===== config.mk =====
export PLATFORM = sky130hd
export DESIGN_NAME = fifo_sync_param
export DESIGN_NICKNAME = d
export VERILOG_FILES = /design/src/rtl/fifo_pkg.sv /design/src/rtl/fifo_ram_dp.sv /design/src/rtl/fifo_sync_param.sv
export SDC_FILE = /design/constraint.sdc
export NUM_CORES = 1
export LEC_CHECK = 0
export CORE_MARGIN = 10
export CORE_UTILIZATION = 53
export DETAILED_ROUTE_END_ITERATION = 10
export PLACE_DENSITY_LB_ADDON = 0.25
export SLEW_MARGIN = 20
export SYNTH_ARGS = -nofsm -noshare
export SYNTH_HDL_FRONTEND = slang
export SYNTH_SLANG_ARGS = --single-unit

===== constraint.sdc =====
create_clock -name clk -period 3.85 [get_ports clk]
set_input_delay 1.155 -clock clk [delete_from_list [all_inputs] [get_ports clk]]
set_output_delay 1.155 -clock clk [all_outputs]
set_load 0.1 [all_outputs]

===== src/rtl/fifo_pkg.sv =====
// rtl/fifo_pkg.sv - shared constants and elaboration helpers for the synchronous FIFO
// Contents: default width/depth, constant clog2, parameter legality predicate.
package fifo_pkg;

  localparam int DEF_DATA_W = 8;
  localparam int DEF_DEPTH  = 16;

  // Ceiling log2, usable in parameter expressions.
  function automatic int fifo_clog2(input int value);
    int r;
    r = 0;
    for (int v = value - 1; v > 0; v = v >> 1) begin
      r = r + 1;
    end
    return r;
  endfunction

  // DEPTH must be a power of two >= 2; thresholds must be reachable counts.
  function automatic bit fifo_params_ok(input int data_w, input int depth,
                                        input int af_level, input int ae_level);
    bit ok;
    ok = (data_w >= 1) && (depth >= 2) && ((depth & (depth - 1)) == 0);
    ok = ok && (af_level >= 1) && (af_level <= depth);
    ok = ok && (ae_level >= 0) && (ae_level <= depth - 1);
    return ok;
  endfunction

endpackage


===== src/rtl/fifo_ram_dp.sv =====
// rtl/fifo_ram_dp.sv - DEPTH x DATA_W storage, synchronous write, asynchronous read
// Ports: clk, we, waddr, wdata (write port); raddr -> rdata (combinational read).
module fifo_ram_dp
  import fifo_pkg::*;
#(
  parameter int DATA_W = DEF_DATA_W,
  parameter int DEPTH  = DEF_DEPTH,
  parameter int ADDR_W = fifo_clog2(DEPTH)
) (
  input  logic              clk,
  input  logic              we,
  input  logic [ADDR_W-1:0] waddr,
  input  logic [DATA_W-1:0] wdata,
  input  logic [ADDR_W-1:0] raddr,
  output logic [DATA_W-1:0] rdata
);

  // Contents are deliberately not reset; occupancy is tracked by the pointers.
  logic [DATA_W-1:0] mem [DEPTH];

  always_ff @(posedge clk) begin
    if (we) begin
      mem[waddr] <= wdata;
    end
  end

  assign rdata = mem[raddr];

endmodule


===== src/rtl/fifo_sync_param.sv =====
// rtl/fifo_sync_param.sv - parametrised single-clock FIFO with flags, flush and FWFT mode
// Ports: clk, rst_n (async low); wr/rd/flush/clr_err controls; data_in -> data_out;
//        fifo_full/empty/almost_full/almost_empty status, sticky fifo_overflow/underflow,
//        fifo_count occupancy 0..DEPTH.
module fifo_sync_param
  import fifo_pkg::*;
#(
  parameter int DATA_W   = DEF_DATA_W,
  parameter int DEPTH    = DEF_DEPTH,
  parameter int AF_LEVEL = DEPTH - 2,
  parameter int AE_LEVEL = 2,
  parameter bit FWFT     = 1'b0
) (
  input  logic                          clk,
  input  logic                          rst_n,
  input  logic                          wr,
  input  logic                          rd,
  input  logic                          flush,
  input  logic                          clr_err,
  input  logic [DATA_W-1:0]             data_in,
  output logic [DATA_W-1:0]             data_out,
  output logic                          fifo_full,
  output logic                          fifo_empty,
  output logic                          fifo_almost_full,
  output logic                          fifo_almost_empty,
  output logic                          fifo_overflow,
  output logic                          fifo_underflow,
  output logic [fifo_clog2(DEPTH):0]    fifo_count
);

  localparam int ADDR_W = fifo_clog2(DEPTH);

  localparam logic [ADDR_W:0] DEPTH_C = (ADDR_W + 1)'(DEPTH);
  localparam logic [ADDR_W:0] AF_C    = (ADDR_W + 1)'(AF_LEVEL);
  localparam logic [ADDR_W:0] AE_C    = (ADDR_W + 1)'(AE_LEVEL);
  localparam logic [ADDR_W:0] PTR_ONE = (ADDR_W + 1)'(1);

  if (!fifo_params_ok(DATA_W, DEPTH, AF_LEVEL, AE_LEVEL)) begin : g_bad_params
    $error("fifo_sync_param: illegal DATA_W/DEPTH/AF_LEVEL/AE_LEVEL combination");
  end

  // Pointers carry one extra wrap bit so full and empty are distinguishable.
  logic [ADDR_W:0]   wr_ptr;
  logic [ADDR_W:0]   rd_ptr;
  logic [DATA_W-1:0] ram_rdata;
  logic              wr_ok;
  logic              rd_ok;
  logic              wr_rej;
  logic              rd_rej;

  assign fifo_count        = wr_ptr - rd_ptr;
  assign fifo_full         = (fifo_count == DEPTH_C);
  assign fifo_empty        = (fifo_count == '0);
  assign fifo_almost_full  = (fifo_count >= AF_C);
  assign fifo_almost_empty = (fifo_count <= AE_C);

  // Full/empty are judged on pre-edge state, so a same-cycle pop never frees room
  // for a write and a same-cycle push never supplies a read.
  assign wr_ok  = wr && !fifo_full  && !flush;
  assign rd_ok  = rd && !fifo_empty && !flush;
  assign wr_rej = wr && fifo_full   && !flush;
  assign rd_rej = rd && fifo_empty  && !flush;

  fifo_ram_dp #(
    .DATA_W (DATA_W),
    .DEPTH  (DEPTH),
    .ADDR_W (ADDR_W)
  ) u_ram (
    .clk   (clk),
    .we    (wr_ok),
    .waddr (wr_ptr[ADDR_W-1:0]),
    .wdata (data_in),
    .raddr (rd_ptr[ADDR_W-1:0]),
    .rdata (ram_rdata)
  );

  always_ff @(posedge clk or negedge rst_n) begin
    if (!rst_n) begin
      wr_ptr         <= '0;
      rd_ptr         <= '0;
      fifo_overflow  <= 1'b0;
      fifo_underflow <= 1'b0;
    end else if (flush) begin
      wr_ptr         <= '0;
      rd_ptr         <= '0;
      fifo_overflow  <= 1'b0;
      fifo_underflow <= 1'b0;
    end else begin
      if (wr_ok) wr_ptr <= wr_ptr + PTR_ONE;
      if (rd_ok) rd_ptr <= rd_ptr + PTR_ONE;
      // A fresh rejection outranks a simultaneous clear.
      if (wr_rej)       fifo_overflow <= 1'b1;
      else if (clr_err) fifo_overflow <= 1'b0;
      if (rd_rej)       fifo_underflow <= 1'b1;
      else if (clr_err) fifo_underflow <= 1'b0;
    end
  end

  if (FWFT) begin : g_fwft
    // Head word is shown directly; nothing to register.
    assign data_out = fifo_empty ? '0 : ram_rdata;
  end else begin : g_std
    logic [DATA_W-1:0] dout_q;

    always_ff @(posedge clk or negedge rst_n) begin
      if (!rst_n) begin
        dout_q <= '0;
      end else if (flush) begin
        dout_q <= '0;
      end else if (rd_ok) begin
        dout_q <= ram_rdata;
      end
    end

    assign data_out = dout_q;
  end

endmodule


* Yosys cells after proc, flatten, opt, wreduce, memory -nomap -nowiden *
Memory sizes are Yosys's and may differ from the RTL's.
Cells that the tools add are included.

storage, ports and cells
  flip-flop bits (word level) = 20
  bits in writable memories = 128
  bits of input ports = 14
  output and inout bits = 19
  word-level logic and storage cells = 41
  memories = 1

cells by class
  add/sub/neg operators = 3
  $lt $le $gt $ge = 2
  equal/unequal tests = 1
  mux-type cells = 13
  reductions and logical operators = 16

memories
  memory     words  width  read ports  clocked after Yosys merged registers in  wr ports  line               text
  u_ram.mem  16     8      1           0                                        1         fifo_ram_dp.sv:19  logic [DATA_W-1:0] mem [DEPTH];

operator list
  operator                                                                              count
  5-bit two-way mux                                                                     4
  8-bit two-way mux                                                                     2
  5-bit by 1-bit adder with 5-bit output (second input constant)                        2
  1-bit logical AND                                                                     8
  1-bit two-way mux                                                                     7
  3-bit nonzero test                                                                    2
  5-bit equality test (second input constant)                                           1
  5-bit by 4-bit greater-or-equal comparator with 1-bit output (second input constant)  1
  5-bit by 2-bit less-or-equal comparator with 1-bit output (second input constant)     1
  5-bit logical NOT                                                                     1
  5-bit subtractor                                                                      1
  2-bit nonzero test                                                                    2
  1-bit logical NOT                                                                     3

* Depth between registers and ports, before layout *
  word-level depth = 7
  gate-level depth with buffers = 10
  gate-level depth less buffers = 9

* Modules after synthesis *
A second synthesis with hierarchy kept.

second synthesis, totals
  cell total of the unflattened synthesis = 334
  area total of the unflattened synthesis = 6139.6 µm²

modules (own cells, without submodules)
  module           instances  cells each  area each (µm²)  seq. area each (µm²)
  fifo_ram_dp      1          221         4987.3           3843.7
  fifo_sync_param  1          113         1152.4           500.5

* Worst setup path after synthesis *
Ideal clock, no wire load.

  kind = flip-flop to output port
  from = reg rd_ptr[1]
  to = out fifo_almost_empty
  arrival time = 4.297 ns
  required time = 2.695 ns
  path slack = -1.602 ns
  cell stages (with the launch flop) = 9
  path buffers = 2
  path through = dfrtp_1 > clkbuf_1 > clkbuf_1 > inv_1 > ha_1 > nand3b_1 > nand2_1 > xor2_1 > a2111oi_2

between the ends
  longest elaborated chain between the ends = 2

RTL lines
  what                                                       line                   text
  from (decl)                                                fifo_sync_param.sv:44  logic [ADDR_W:0] rd_ptr;
  from (signal assigned)                                     fifo_sync_param.sv:90  if (rd_ok) rd_ptr <= rd_ptr + PTR_ONE;
  5-bit subtractor                                           fifo_sync_param.sv:51  assign fifo_count = wr_ptr - rd_ptr;
  net fifo_count[3]                                          fifo_sync_param.sv:28  output logic [fifo_clog2(DEPTH):0] fifo_count
  5-bit by 2-bit less-or-equal comparator with 1-bit output  fifo_sync_param.sv:55  assign fifo_almost_empty = (fifo_count <= AE_C);
  to (decl)                                                  fifo_sync_param.sv:25  output logic fifo_almost_empty,

The timed path passes the listed nets, and every way through them passes these cells.

* Worst setup path in the final report *
  from = reg rd_ptr[2]
  to = out fifo_almost_empty

between the ends
  longest elaborated chain between the ends = 2

RTL lines
  what                                                       line
  5-bit subtractor                                           fifo_sync_param.sv:51
  5-bit by 2-bit less-or-equal comparator with 1-bit output  fifo_sync_param.sv:55

Every way passes these cells.

==> out/qor.yml <==
status:
  status: "finished clean"
floorplanning:
  start_util: 0.548
  die_h_microns: 129
  fp-row-count: 39
  die_area_sq_mm: 0.0167
  ios: 33
  core_area_sq_mm: 0.0115
  die_w_microns: 129
final_layout:
  final_cell_mix: "edfxtp_1 (128), mux4_2 (32), buf_4 (32)"
  area_growth_pct: 20.2
  instances_no_fill: 565
  layout_commonest_cell: "edfxtp_1"
  final_cell_area_sq_mm: 0.00758
  drive_above_1_share: 0.320
  layout.nets: 433
  antenna_cells: 0
routing:
  wl_per_cell_microns: 24.4
  routed_wl_microns: 13800
  avgViaCountPerCell: 6.16
  drc: 0
  vias: 3480
  drt_iter0_markers: 330
  ant_nets: 0
  first_pass_iters: 5
placement:
  dp.cells: 530
  placed_area_sq_mm: 0.00700
  gp_congestion: 0.812
  dp_hpwl_microns: 8870
  port_buffers: 32
synthesis:
  syn-num-nets: 376
  avgSynthCellArea_sq_um: 17.9
  synth.ff_latch_count: 148
  ys_types: 46
  seq_area_frac_synth: 0.689
  synth_area_sq_mm: 0.00631
  synth_cells: 352
  synth-async-reset-ratio: 0.135
  yosysWarnings: 0
  ys.flop_type: "edfxtp_1"
  synth-edff-count: 128
clocking:
  cts_tree: "done"
  postCtsHoldBufs: 0
  clock_path_buffers: 2
  clkTransAtPathRegs_ns: 0.06
  htreeDepth: 4
  clk_latency_ns: 0.42
  cts.sinks: 148
  clock-root-buffer: "clkbuf_16"
  cts_made_buffers: 17
timing:
  period_minus_slack_ns: 3.73
  fin_skew_ns: 0.00751
  worst_pin_slew_ns: 1.06
  max_freq_mhz: 268
  rsz0062_at_grt: "false"
  fin_setup_tns_ns: 0
  period_share: 0.968
  relSlewSlack: 0.290
  hold_viol: 0
  setup_viol: 0
  maxSlewViolCount: 0
critical_path:
  endpoint_kind: "output port"
  required_ns: 2.69
  arrival_ns: 2.57
  crit_path_start_kind: "flop"
  crit_fanout: 10
  crit_type: "flop to output port"
global_route:
  grt_use_total: 0.176
  grt_pass1_wl_microns: 21300
  grt_max_degree: 37
  antenna_found_initial: 1
  grt_pass1_vias: 3504
  gr-total-overflow: 0
power_and_ir_drop:
  swShare: 0.425
  power.switching_w: 0.00276
  combPwrFrac: 0.477
  pwr-share-clk: 0.233
  power.density_mw_per_mm2: 857
  p_leak_nw: 2.58
  cellInternalPower_w: 0.00373
  ir_worst_vdd_mv: 0.897
  seq_power_share: 0.291
flow_run:
  drv_cap: 0
min_path:
  hold_path_class: "flop to flop"
## repair_timing
| item | 4_1_cts | 5_1_grt |
|---|---|---|
| gates resized for setup | 0 | 2 |
| endpoints found under the setup margin | 3 | 3 |
| gates cloned | 0 | 0 |
| pin swaps | 1 | 3 |
| buffers inserted | 1 | 2 |
## state kept, by name, summed over array words and instances (netlist names)
| register | cells |
|---|---|
| data_out | 8 |
| fifo_overflow | 1 |
| fifo_underflow | 1 |
| rd_ptr | 5 |
| u_ram.mem | 128 |
| wr_ptr | 5 |
## synth_stat cells, types with 2 or more instances
master	number	area, sq um
mux4_2	32	721
nor2_1	29	109
clkbuf_1	9	33.8
mux2_1	4	45.0
o21ai_0	8	40.0
nor2b_1	5	31.3
nand2_1	6	22.5
a22o_1	8	70.1
o2111ai_1	2	17.5
a41oi_1	8	70.1
ha_1	9	113
o211ai_2	2	25.0
edfxtp_1	128	3840
nor3_1	8	40.0
a221oi_1	8	70.1
nand3_1	6	30.0
o31ai_1	2	15.0
nor4_1	2	12.5
a21boi_2	2	22.5
buf_2	2	10.0
inv_1	8	30.0
mux2_2	4	45.0
dfrtp_1	20	500
and2_1	9	56.3
nand4_1	2	12.5
a21oi_1	5	25.0
buf_4	4	30.0
a32oi_1	2	17.5
## through the flow
stage          worst slack (ns)  total power (W)  hold slack, ns   util
2_1_floorplan            -0.490          0.00416           0.636      -
3_3_place_gp              0.350          0.00498           0.493  0.608
3_5_place_dp              0.302          0.00502           0.521  0.608
4_1_cts                  0.0524          0.00654           0.535  0.657
5_1_grt                 0.00755          0.00674           0.579  0.658
6_report                  0.125          0.00650           0.527  0.658
## logic make-up after synthesis
logic type	synth area share
flip-flops	0.689
AND/OR/NAND/NOR	0.0544
AO/OA/AOI/OAI	0.0720
multiplexers	0.133
buffers and inverters	0.0181
adder cells (fa/ha/maj)	0.0210
XOR/XNOR	0.0127
## worst max-delay path, cell delays in order (launching register included)
cell and delay (ns):
dfrtp_1 0.42, inv_1 0.16, ha_2 0.46, nand2b_4 0.07
a21oi_4 0.17, xor2_4 0.23, inv_8 0.08, a2111oi_4 0.33
buf_12 0.22
## metal layers
layer,up-vias,share of wire,wire length (microns),global-route usage
met4,2,0.025,347,0.0676
met5,-,0.00094,13,0
li1,1551,-,-,-
met3,29,0.062,859,0.0542
met2,107,0.47,6510,0.262
met1,1791,0.44,6030,0.240
## area by class of cell
class | instances | area (sq um)
fill | 769 | 3930
clock inverter | 15 | 129
timing repair buffer | 53 | 531
sequential | 148 | 4350
multi-input combinational | 179 | 1930
tap | 143 | 179
clock buffer | 17 | 425
inverter | 10 | 45.0
## path summary, 6_finish.rpt
| path | from | to | slack (ns) | cells after the start |
|---|---|---|---|---|
| worst max-delay path | rd_ptr[2] | fifo_almost_empty | 0.12 | 8 |
| worst min-delay path | fifo_underflow | fifo_underflow | 0.53 | 2 |
| worst max register to register | wr_ptr[0] | u_ram.mem[4][5] | 0.39 | 10 |
| worst min register to register | fifo_underflow | fifo_underflow | 0.53 | 2 |
| max in group asynchronous | rst_n | rd_ptr[0] | 1.90 | 1 |
| min in group asynchronous | rst_n | fifo_overflow | 1.28 | 1 |
## power groups by stage
stage	Clock [W]	Sequential [W]	Combinational, W
after floorplan	0	0.00225	0.00191
after global placement	0	0.00192	0.00307
after detailed placement	0	0.00193	0.00309
after CTS	0.00154	0.00189	0.00311
after global routing	0.00160	0.00190	0.00323
final	0.00151	0.00189	0.00310
No activity file was read; power rests on OpenSTA's default activity.
